[src/rtl/tap_mac_serial.sv]
// rtl/tap_mac_serial.sv - serial multiply-accumulate FIR stage, one tap per clock
// Optional output saturation: define TAP_MAC_SAT_EN (default build wraps to OW bits).
module tap_mac_serial #(
    parameter int TAPS = 4,
    parameter int DW   = 8,
    parameter int CW   = 8,
    parameter int OW   = 16,
    localparam int AW   = $clog2(TAPS),
    localparam int ACCW = DW + CW + $clog2(TAPS)
) (
    input  logic                 clock,
    input  logic                 reset,
    input  logic signed [DW-1:0] sample_in,
    input  logic                 sample_valid,
    output logic                 sample_ready,
    input  logic                 coef_wr,
    input  logic [AW-1:0]        coef_addr,
    input  logic signed [CW-1:0] coef_data,
    output logic [OW-1:0]        y_out,
    output logic                 y_valid,
    output logic                 busy
);

    typedef enum logic [1:0] {
        IDLE = 2'd0,
        MAC  = 2'd1,
        OUT  = 2'd2
    } state_t;

    state_t state_q, state_d;

    logic signed [DW-1:0]    x_q [TAPS];
    logic signed [CW-1:0]    c_q [TAPS];
    logic signed [ACCW-1:0]  acc_q;
    logic [AW-1:0]           tap_q;
    logic [OW-1:0]           y_out_q;

    logic                    accept;
    logic                    last_tap;
    logic signed [DW+CW-1:0] prod;
    logic signed [ACCW-1:0]  acc_next;
    logic [OW-1:0]           y_red;

    assign last_tap = (tap_q == AW'(TAPS - 1));
    assign prod     = x_q[tap_q] * c_q[tap_q];
    assign acc_next = acc_q + {{(ACCW-DW-CW){prod[DW+CW-1]}}, prod};

`ifdef TAP_MAC_SAT_EN
    localparam logic signed [ACCW-1:0] SAT_MAX = ACCW'((1 << (OW - 1)) - 1);
    localparam logic signed [ACCW-1:0] SAT_MIN = ~SAT_MAX;

    always_comb begin
        y_red = acc_next[OW-1:0];
        if (acc_next > SAT_MAX) begin
            y_red = SAT_MAX[OW-1:0];
        end else if (acc_next < SAT_MIN) begin
            y_red = SAT_MIN[OW-1:0];
        end
    end
`else
    assign y_red = acc_next[OW-1:0];
`endif

    always_ff @(posedge clock or negedge reset) begin
        if (!reset) begin
            state_q <= IDLE;
        end else begin
            state_q <= state_d;
        end
    end

    always_comb begin
        state_d      = state_q;
        sample_ready = 1'b0;
        y_valid      = 1'b0;
        accept       = 1'b0;
        case (state_q)
            IDLE: begin
                sample_ready = 1'b1;
                if (sample_valid) begin
                    accept  = 1'b1;
                    state_d = MAC;
                end
            end
            MAC: begin
                if (last_tap) begin
                    state_d = OUT;
                end
            end
            OUT: begin
                y_valid = 1'b1;
                state_d = IDLE;
            end
            default: state_d = IDLE;
        endcase
    end

    // y_out is loaded on the final MAC edge so it is already new while y_valid is high in OUT.
    always_ff @(posedge clock or negedge reset) begin
        if (!reset) begin
            for (int k = 0; k < TAPS; k++) begin
                x_q[k] <= '0;
                c_q[k] <= '0;
            end
            acc_q   <= '0;
            tap_q   <= '0;
            y_out_q <= '0;
        end else begin
            if (state_q == IDLE && coef_wr && (int'(coef_addr) < TAPS)) begin
                c_q[coef_addr] <= coef_data;
            end
            if (accept) begin
                for (int k = TAPS - 1; k > 0; k--) begin
                    x_q[k] <= x_q[k-1];
                end
                x_q[0] <= sample_in;
                acc_q  <= '0;
                tap_q  <= '0;
            end
            if (state_q == MAC) begin
                acc_q <= acc_next;
                tap_q <= tap_q + AW'(1);
                if (last_tap) begin
                    y_out_q <= y_red;
                end
            end
        end
    end

    assign y_out = y_out_q;
    assign busy  = ~sample_ready;

endmodule
[config.mk]
export PLATFORM = sky130hd
export DESIGN_NAME = tap_mac_serial
export DESIGN_NICKNAME = d
export VERILOG_FILES = /design/src/rtl/tap_mac_serial.sv
export SDC_FILE = /design/constraint.sdc
export NUM_CORES = 1
export LEC_CHECK = 0
export ABC_CLOCK_PERIOD_IN_PS = 17000
export BUFFER_PORTS_ARGS = -buffer_cell sky130_fd_sc_hd__buf_2
export CORE_MARGIN = 2
export CORE_UTILIZATION = 41
export CTS_BUF_LIST = sky130_fd_sc_hd__clkbuf_2 sky130_fd_sc_hd__clkbuf_4 sky130_fd_sc_hd__clkbuf_8
export CTS_CLUSTER_DIAMETER = 30
export CTS_CLUSTER_SIZE = 25
export DETAILED_ROUTE_END_ITERATION = 12
export PLACE_DENSITY = 0.67
export SLEW_MARGIN = 5
export SYNTH_ARGS = -nofsm -noshare
export SYNTH_HDL_FRONTEND = slang
export SYNTH_SLANG_ARGS = --single-unit
[constraint.sdc]
create_clock -name clock -period 17 [get_ports clock]
set_clock_uncertainty 0.15 [all_clocks]
set_input_delay 0.85 -clock clock [delete_from_list [all_inputs] [get_ports clock]]
set_output_delay 0.85 -clock clock [all_outputs]
set_load 0.02 [all_outputs]
After elaboration in Yosys (flattened, before gate mapping)
Cells that the tools add are included.

operators by class
  add/subtract/negate cells = 2
  shift operators = 0
  multiplexer cells = 20
  reductions and logical operators = 6
  multiply operators = 1
  magnitude comparators = 3
  divide/modulo/power cells = 0
  equality and inequality tests = 5
  bitwise logic cells = 3

operators with widths
  cell                                                                    number
  8-bit two-way mux                                                       5
  18-bit two-way mux                                                      2
  8-bit binary-select mux with 2-bit select                               2
  32-bit bitwise mux                                                      1
  18-bit adder                                                            1
  8-bit demux with 2-bit select                                           1
  8-bit by 8-bit multiplier with 16-bit output                            1
  2-bit two-way mux                                                       4
  3-bit greater-or-equal comparator (second input constant)               2
  2-bit NOT with 3-bit output                                             2
  2-bit equality test (second input constant)                             2
  1-bit two-way mux                                                       4
  2-bit != test (second input constant)                                   2
  2-bit one-hot mux with 2 select lines                                   1
  2-bit AND reduction                                                     2
  3-bit by 1-bit < comparator with 1-bit output (second input constant)   1
  2-bit by 1-bit adder with 2-bit output (second input constant)          1
  2-bit by 1-bit equality test with 1-bit output (second input constant)  1
  1-bit logical AND                                                       2
  2-bit zero test                                                         1
  2-bit nonzero test                                                      1
  1-bit NOT                                                               1

storage, ports and cells
  memories = 0
  memory bits (read-only) = 0
  bits in latches = 0
  word-level logic and storage cells = 52
  bits in writable memories = 0
  flip-flop bits (word level) = 102
  output and inout bits = 19

Logic depth before layout (Yosys ltp)
Gate-level depths: netlist of run 1.

  depth after elaboration = 7
  depth in mapped cells = 28
  mapped depth without buffers = 25

Worst setup path before layout of run 1
OpenSTA, ideal clock, no wires.

  path kind = flip-flop to flip-flop
  start point = register tap_q[0]
  end point = register y_out_q[15], in the netlist y_out[15]
  stages on the path, launching flop included = 27
  period minus slack after synthesis = 6.660 ns
  data arrival time = 6.434 ns
  setup slack = 10.340 ns
  library setup time = 0.077 ns
  cells stage by stage = dfrtp_1 buf_2 buf_2 mux2_2 o21ai_1 or2_2 fa_1 fa_1 inv_1 fa_1 inv_1 fa_1 inv_1 ha_1 a21oi_1 o21bai_1 a21oi_1 o21ai_1 or4b_1 nand3_1 ha_1 clkbuf_2 a21oi_1 nand2_1 a31oi_1 xnor3_1 o21ai_1

between the ends
  cells in the longest elaborated chain, start to end = 6
  elaborated cells on any way between the ends = 11
  those cells by class = add/sub (1); mul (1); eq/ne (1); mux (6); bitwise (1); reduce/logical (1)

ends and longest elaborated chain
  element                                               RTL line  text
  from (decl)                                           35        logic [AW-1:0] tap_q;
  from (signal assigned)                                122       tap_q <= tap_q + AW'(1);
  2-bit NOT with 3-bit output (implied by the code)     45        assign prod = x_q[tap_q] * c_q[tap_q];
  8-bit binary-select mux with 2-bit select             45
  8-bit two-way mux (implied by the code) (2 in a row)  45
  8-bit by 8-bit multiplier with 16-bit output          45
  18-bit adder                                          46        assign acc_next = acc_q + {{(ACCW-DW-CW){prod[DW+CW-1]}}, prod};
  to (signal assigned)                                  124       y_out_q <= y_red;
  to (decl)                                             36        logic [OW-1:0] y_out_q;

Parallel ways exist; a longest one is shown, timed or not. The select of a mux whose other input is x is not followed.
A chain may end at the register's enable or synchronous reset.

Worst setup path in the final report of run 1
Ends and elaborated chain as after synthesis.

==> run summary, run 1 <==
Initial antenna violation count: 0
Crit path largest cell delay: 590 ps
All-Layer GR Usage: 15.1%
# DRC: 0
Number of hold buffers added after CTS: 0
CP arrival: 7320 ps
Setup CP Type: flip-flop to flip-flop
CP max-delay cell: dfrtp_1
Status: complete, no violations
Delay-heaviest family, CP: adder cells
First-pass GRT wire length: 23.7 mm
DIE WIDTH: 138 um
Post-Synthesis Cells: 744
Final hold viol count: 0
Distinct cell type count of the synthesized netlist: 52
Tcrit/Tclk final: 42.3%
Full die area: 19100 um^2
N_diodes: 0
CTS buffer count: 9
Yosys Warn Count: 0
Most frequent cells in the layout: 138 x nand2_1, 101 x inv_1, 100 x dfrtp_1
IO buf count: 40
Post-CTS Resized: 0
Layout area overhead: 8.38%
Min Tclk post-route: 7180 ps
Routed via count: 5066
Height of the die: 138 um
Vias in the first global route: 4995
Crit end category: flip-flop
Placed Area: 7820 um^2
CTS root buf: clkbuf_8
Cell area after synthesis: 7380 um^2
Sequential area share after synthesis: 33.9%
Post-Route WL: 13.9 mm
CTS sink count: 100
DRT iter0 DRCs: 205
RSZ-0062 raised after global routing: false
Crit-path max FO: 12
Fmax: 139 MHz
Async set-reset flop share out of synthesis: 100%
Slew @ Worst Pin: 974 ps
Startpoint types: flip-flop
Share of cells above drive strength 1: 13.0%
Initial Utilization: 41.5%
EDFF count, synth: 0
Final core area utilization: 45.0%
Most common cell on crit path: fa_1
Main flop type after synthesis: dfrtp_1
H-tree depth: 3
Fin nets: 901
Most common cell after layout, fill and taps aside: nand2_1
Post-CTS Setup Bufs: 0
Register clock-pin slew on the reported worst setup and hold paths: 90 ps
Wirelength per Cell: 13.8 um
Worst Path Buf+Inv: 4
Worst slew margin: 34.9%
Worst hold slack: 212 ps
First-pass DRT Iterations: 4
Post-route antenna net violation count: 0
# setup viols final: 0
Row cnt: 49
CTS max path bufs: 2
GRT overflow: 0
I/O pin count: 41
Core Region: 17800 um^2
Insertion delay to the later sink of the worst-skew pair: 380 ps
Worst endpoint required time: 17140 ps
Syn avg cell area: 9.92 um^2
Max_cap viols: 0
Worst Hold Class: input pin to async pin
Fill cells: 1706
Global placement routability congestion: 0.791
HPWL Detailed: 10.6 mm
Final slew viol count: 0
Pin count of the biggest net entering global routing: 75
Cells along the critical path: buf_4 -> mux2_2 -> o21ai_1 -> or2_2 -> fa_1 -> fa_1 -> inv_1 -> fa_1 -> inv_1 -> fa_1 -> inv_1 -> ha_1 -> a21oi_1 -> o21bai_1 -> a21oi_1 -> o21ai_1 -> or4b_1 -> nand3_1 -> ha_1 -> a21oi_1 -> nand2_1 -> a31oi_1 -> xnor3_1 -> o21ai_1
Design Area, Final: 8000 um^2
Syn nets: 867
CTS tree: built
FF+latch count, synth: 100
Vias/cell: 5.01
TNS Setup: 0 ps
-- final cells by class --
cell class	instances	area, um^2	share of cell area, %
Timing Repair Buffer	45	240	3.00
Clock buffer	11	145	1.82
Sequential cell	100	2500	31.3
Multi-Input combinational cell	521	4410	55.2
Tap cell	229	287	3.58
Inverter	101	379	4.74
Clock inverter	4	32.5	0.407
-- cell usage after synthesis (all sizes together), types with 3 or more instances --
library cell / instances / area (um^2)
nand3: 21 / 105
xnor2: 18 / 158
o21ai: 48 / 252
nand4b: 3 / 26.3
a21oi: 19 / 95.1
nand2b: 5 / 33.8
o21bai: 4 / 30.0
mux2: 34 / 383
xor2: 8 / 70.1
fa: 56 / 1120
a211oi: 4 / 30.0
mux4: 15 / 338
ha: 45 / 563
nor2: 14 / 52.6
nor3b: 3 / 27.5
nand2: 138 / 518
nor3: 9 / 55.1
a31oi: 3 / 25.0
buf: 3 / 13.8
and2: 44 / 275
inv: 101 / 379
nor2b: 3 / 18.8
dfrtp: 100 / 2500
a21o: 3 / 22.5
or4b: 3 / 30.0
clkbuf: 19 / 72.6
-- state kept, by name (all words and copies together), names as in the netlist --
signal,flops
c_q,32
y_out,16
state_q,2
acc_q,16
tap_q,2
x_q,32
-- metal layers --
metal,global-route usage [%],wire [um]
met1,20.7,6470
met2,24.3,6760
met3,3.22,440
met4,4.62,236
met5,0,0
-- path summary, 6_finish.rpt --
check	startpoint	slack [ps]	endpoint	depth (start not counted)
worst max-delay path	tap_q[0]	9820	y_out[15]	24
worst min-delay path	reset	210	c_q[5]	1
worst max register to register	tap_q[0]	9820	y_out[15]	24
worst min register to register	x_q[3]	330	x_q[3]	2
max in group asynchronous	reset	15220	acc_q[12]	2
min in group clock	x_q[3]	330	x_q[3]	2
-- worst register-to-register path, stage by stage (launching register included) --
cell and delay, ps:
dfrtp_1 590, buf_4 340, mux2_2 360, o21ai_1 540
or2_2 240, fa_1 410, fa_1 550, inv_1 60
fa_1 520, inv_1 50, fa_1 530, inv_1 40
ha_1 320, a21oi_1 230, o21bai_1 90, a21oi_1 220
o21ai_1 150, or4b_1 480, nand3_1 100, ha_1 320
a21oi_1 160, nand2_1 60, a31oi_1 180, xnor3_1 270
o21ai_1 140
-- metrics by stage --
stage / setup slack (ps) / std cells
floorplan: 10340 / 744
global placement: 9950 / 996
detailed placement: 9820 / 996
CTS: 9790 / 1011
global route: 9330 / 1011
finish: 9820 / 1011
-- cells by family (layout without fill, tap and decap cells) --
logic type                 count (synthesis)  in the layout  share of synthesized area (%)
AOI/OAI and AO/OA                         92             92                           7.38
adders and majority gates                101            101                           22.8
buffers and inverters                    123            161                           6.31
muxes                                     50             50                           9.90
and+or+nand+nor                          251            251                           16.3
DFF                                      100            100                           33.9
xor gates and xnor gates                  27             27                           3.39
Power of run 1 is not shown: default switching activity piles up to over one toggle a cycle in this logic, so the estimate is an artifact.
==> inputs of run 2 (changes only) <==
--- a/config.mk
+++ b/config.mk
@@ -5,7 +5,7 @@
 export SDC_FILE = /design/constraint.sdc
 export NUM_CORES = 1
 export LEC_CHECK = 0
-export ABC_CLOCK_PERIOD_IN_PS = 17000
+export ABC_CLOCK_PERIOD_IN_PS = 6050
 export BUFFER_PORTS_ARGS = -buffer_cell sky130_fd_sc_hd__buf_2
 export CORE_MARGIN = 2
 export CORE_UTILIZATION = 41
@@ -13,7 +13,7 @@
 export CTS_CLUSTER_DIAMETER = 30
 export CTS_CLUSTER_SIZE = 25
 export DETAILED_ROUTE_END_ITERATION = 12
-export PLACE_DENSITY = 0.67
+export PLACE_DENSITY = 0.69
 export SLEW_MARGIN = 5
 export SYNTH_ARGS = -nofsm -noshare
 export SYNTH_HDL_FRONTEND = slang
==> constraint.sdc (replaced) <==
create_clock -name clock -period 6.05 [get_ports clock]
set_clock_uncertainty 0.15 [all_clocks]
set_input_delay 0.3025 -clock clock [delete_from_list [all_inputs] [get_ports clock]]
set_output_delay 0.3025 -clock clock [all_outputs]
set_load 0.02 [all_outputs]
==> run summary, run 2 (synthesized netlist as in run 1, its figures left out) <==
Status: finished with violations
Failing checks: setup timing
# setup viols final: 6 (+6)
Placed Area: 8280 um^2 (+5.9%)
Fmax: 162 MHz (+17%)
Height of the die: 138 um (unchanged)
Final slew viol count: 0 (unchanged)
Routed via count: 5391 (+6.4%)
Final core area utilization: 50.0% (+5.0 points)
Slew @ Worst Pin: 1010 ps (+34.9 ps)
M2 GR Usage: 28.0% (+3.7 points)
Min Tclk post-route: 6160 ps (-1020 ps)
Most frequent cells in the layout: 137 x nand2_1, 100 x dfrtp_1, 95 x inv_1
CTS sink count: 100 (unchanged)
Biggest regs: c_q: 32 flops, x_q: 32 flops
Worst slew margin: 32.8% (-2.2 points)
Full die area: 19100 um^2 (unchanged)
Register clock-pin slew on the reported worst setup and hold paths: 110 ps (+20 ps)
Setup CP Type: flip-flop to flip-flop
CTS root buf: clkbuf_8
I/O pin count: 41 (unchanged)
IO buf count: 40 (unchanged)
First-pass DRT Iterations: 4 (unchanged)
Fin nets: 974 (+8.1%)
All-Layer GR Usage: 16.8% (+1.7 points)
# DRC: 0 (unchanged)
DRT iter0 DRCs: 192 (-6.3%)
Worst Hold Class: input pin to flip-flop
Row cnt: 49 (unchanged)
CTS tree: built
HPWL Detailed: 11.6 mm (+10%)
Insertion delay to the later sink of the worst-skew pair: 400 ps (+20 ps)
H-tree depth: 3 (unchanged)
Final hold viol count: 0 (unchanged)
GR peak layer: met2
CP arrival: 6270 ps (-1050 ps)
CTS buffer count: 9 (unchanged)
RSZ-0062 raised after global routing: true
Post-Route WL: 15.7 mm (+13%)
Wirelength per Cell: 14.5 um (+5.2%)
Share of cells above drive strength 1: 24.6% (+12 points)
First-pass GRT wire length: 26.1 mm (+10%)
Worst endpoint required time: 6160 ps (-10980 ps)
Crit end category: flip-flop
Final WS setup: -113 ps (-9930 ps)
GR Util met1: 22.5% (+1.8 points)
DIE WIDTH: 138 um (unchanged)
Tcrit/Tclk final: 102% (+60 points)
Initial Utilization: 41.5% (unchanged)
N_diodes: 0 (unchanged)
Crit-path max FO: 7 (-5)
Vias/cell: 4.97 (-0.84%)
Pin count of the biggest net entering global routing: 77 (+2.7%)
GRT overflow: 0 (unchanged)
Post-route antenna net violation count: 0 (unchanged)
Max_cap viols: 0 (unchanged)
Startpoint types: flip-flop
Global placement routability congestion: 0.830 (+5.0%)
Core Region: 17800 um^2 (unchanged)
Vias in the first global route: 5478 (+9.7%)
Most common cell after layout, fill and taps aside: nand2_1
Initial antenna violation count: 0 (unchanged)
Layout area overhead: 20.5%
Met3 usage: 3.39% (+0.17 points)
CTS max path bufs: 2 (unchanged)
Design Area, Final: 8890 um^2 (+11%)
run 2: cell count changes in the layout (fill, tap and decap cells not counted), sizes merged:
cell,before,now
buf,45,106
clkbuf,11,10
clkinv,0,2
clkinvlp,2,1
dlygate4sd3,0,12
inv,103,104
run 2: final timing paths:
check / cells after the start / startpoint / endpoint / slack [ps]
max in group asynchronous: 3 / reset / acc_q[2] / 4260
hold / removal: 2 / coef_data[5] / c_q[29] / 20
setup reg to reg: 26 / tap_q[0] / y_out[15] / -110
setup / recovery: 26 / tap_q[0] / y_out[15] / -110
hold reg to reg: 2 / x_q[7] / x_q[7] / 330
min in group asynchronous: 2 / reset / c_q[24] / 170
run 2: routing by layer:
metal | vias up | wire length, um
li1 | 2651 | -
met1 | 2663 | 7190
met2 | 61 | 7810
met3 | 16 | 467
met4 | 0 | 228
met5 | - | 0
run 2: cell type report:
class,instances,area [um^2]
Sequential cell,100,2500
Fill cell,1618,8890
Multi-Input combinational cell,521,4640
Clock buffer,10,138
Clock inverter,6,57.6
Inverter,101,379
Tap cell,229,287
Timing Repair Buffer,118,880
run 2: per-stage QoR:
stage / TNS (ps) / hold WS, ps / setup WS [ps] / cells
after floorplan: -23.9 / -143 / -18.6 / 744
after global routing: -2860 / 19.1 / -343 / 1085
after CTS: -205 / 1.47 / -63.4 / 1081
final: -501 / 22.3 / -113 / 1085
after global placement: -546 / 76.4 / -120 / 1046
after detailed placement: -861 / 76.6 / -188 / 1046
run 2: repair_timing:
action                                  in CTS  in global routing
hold buffers                                12                  0
pin swaps                                   16                 13
endpoints found under the setup margin       7                 14
hold endpoints to repair                    36                  0
resized for setup                           26                 16
buffers inserted                             7                  4
run 2: worst max-delay path, stage by stage (launching register included):
cell      delay, ps
dfrtp_1         420
buf_12          140
buf_12          140
buf_4           130
mux2i_1         110
nand2_1         120
o21ai_4         110
or2_2           310
fa_1            470
fa_1            560
inv_2            40
fa_1            520
inv_1            50
fa_1            490
inv_2            50
ha_4            220
buf_4           130
buf_4           120
xnor2_1         120
ha_1            320
nand3_2         120
nor3_1          300
nor3_2          100
a221oi_2        330
a31oi_1         140
xnor3_1         240
o21ai_1          70
Power of run 2 is left out for the same reason.
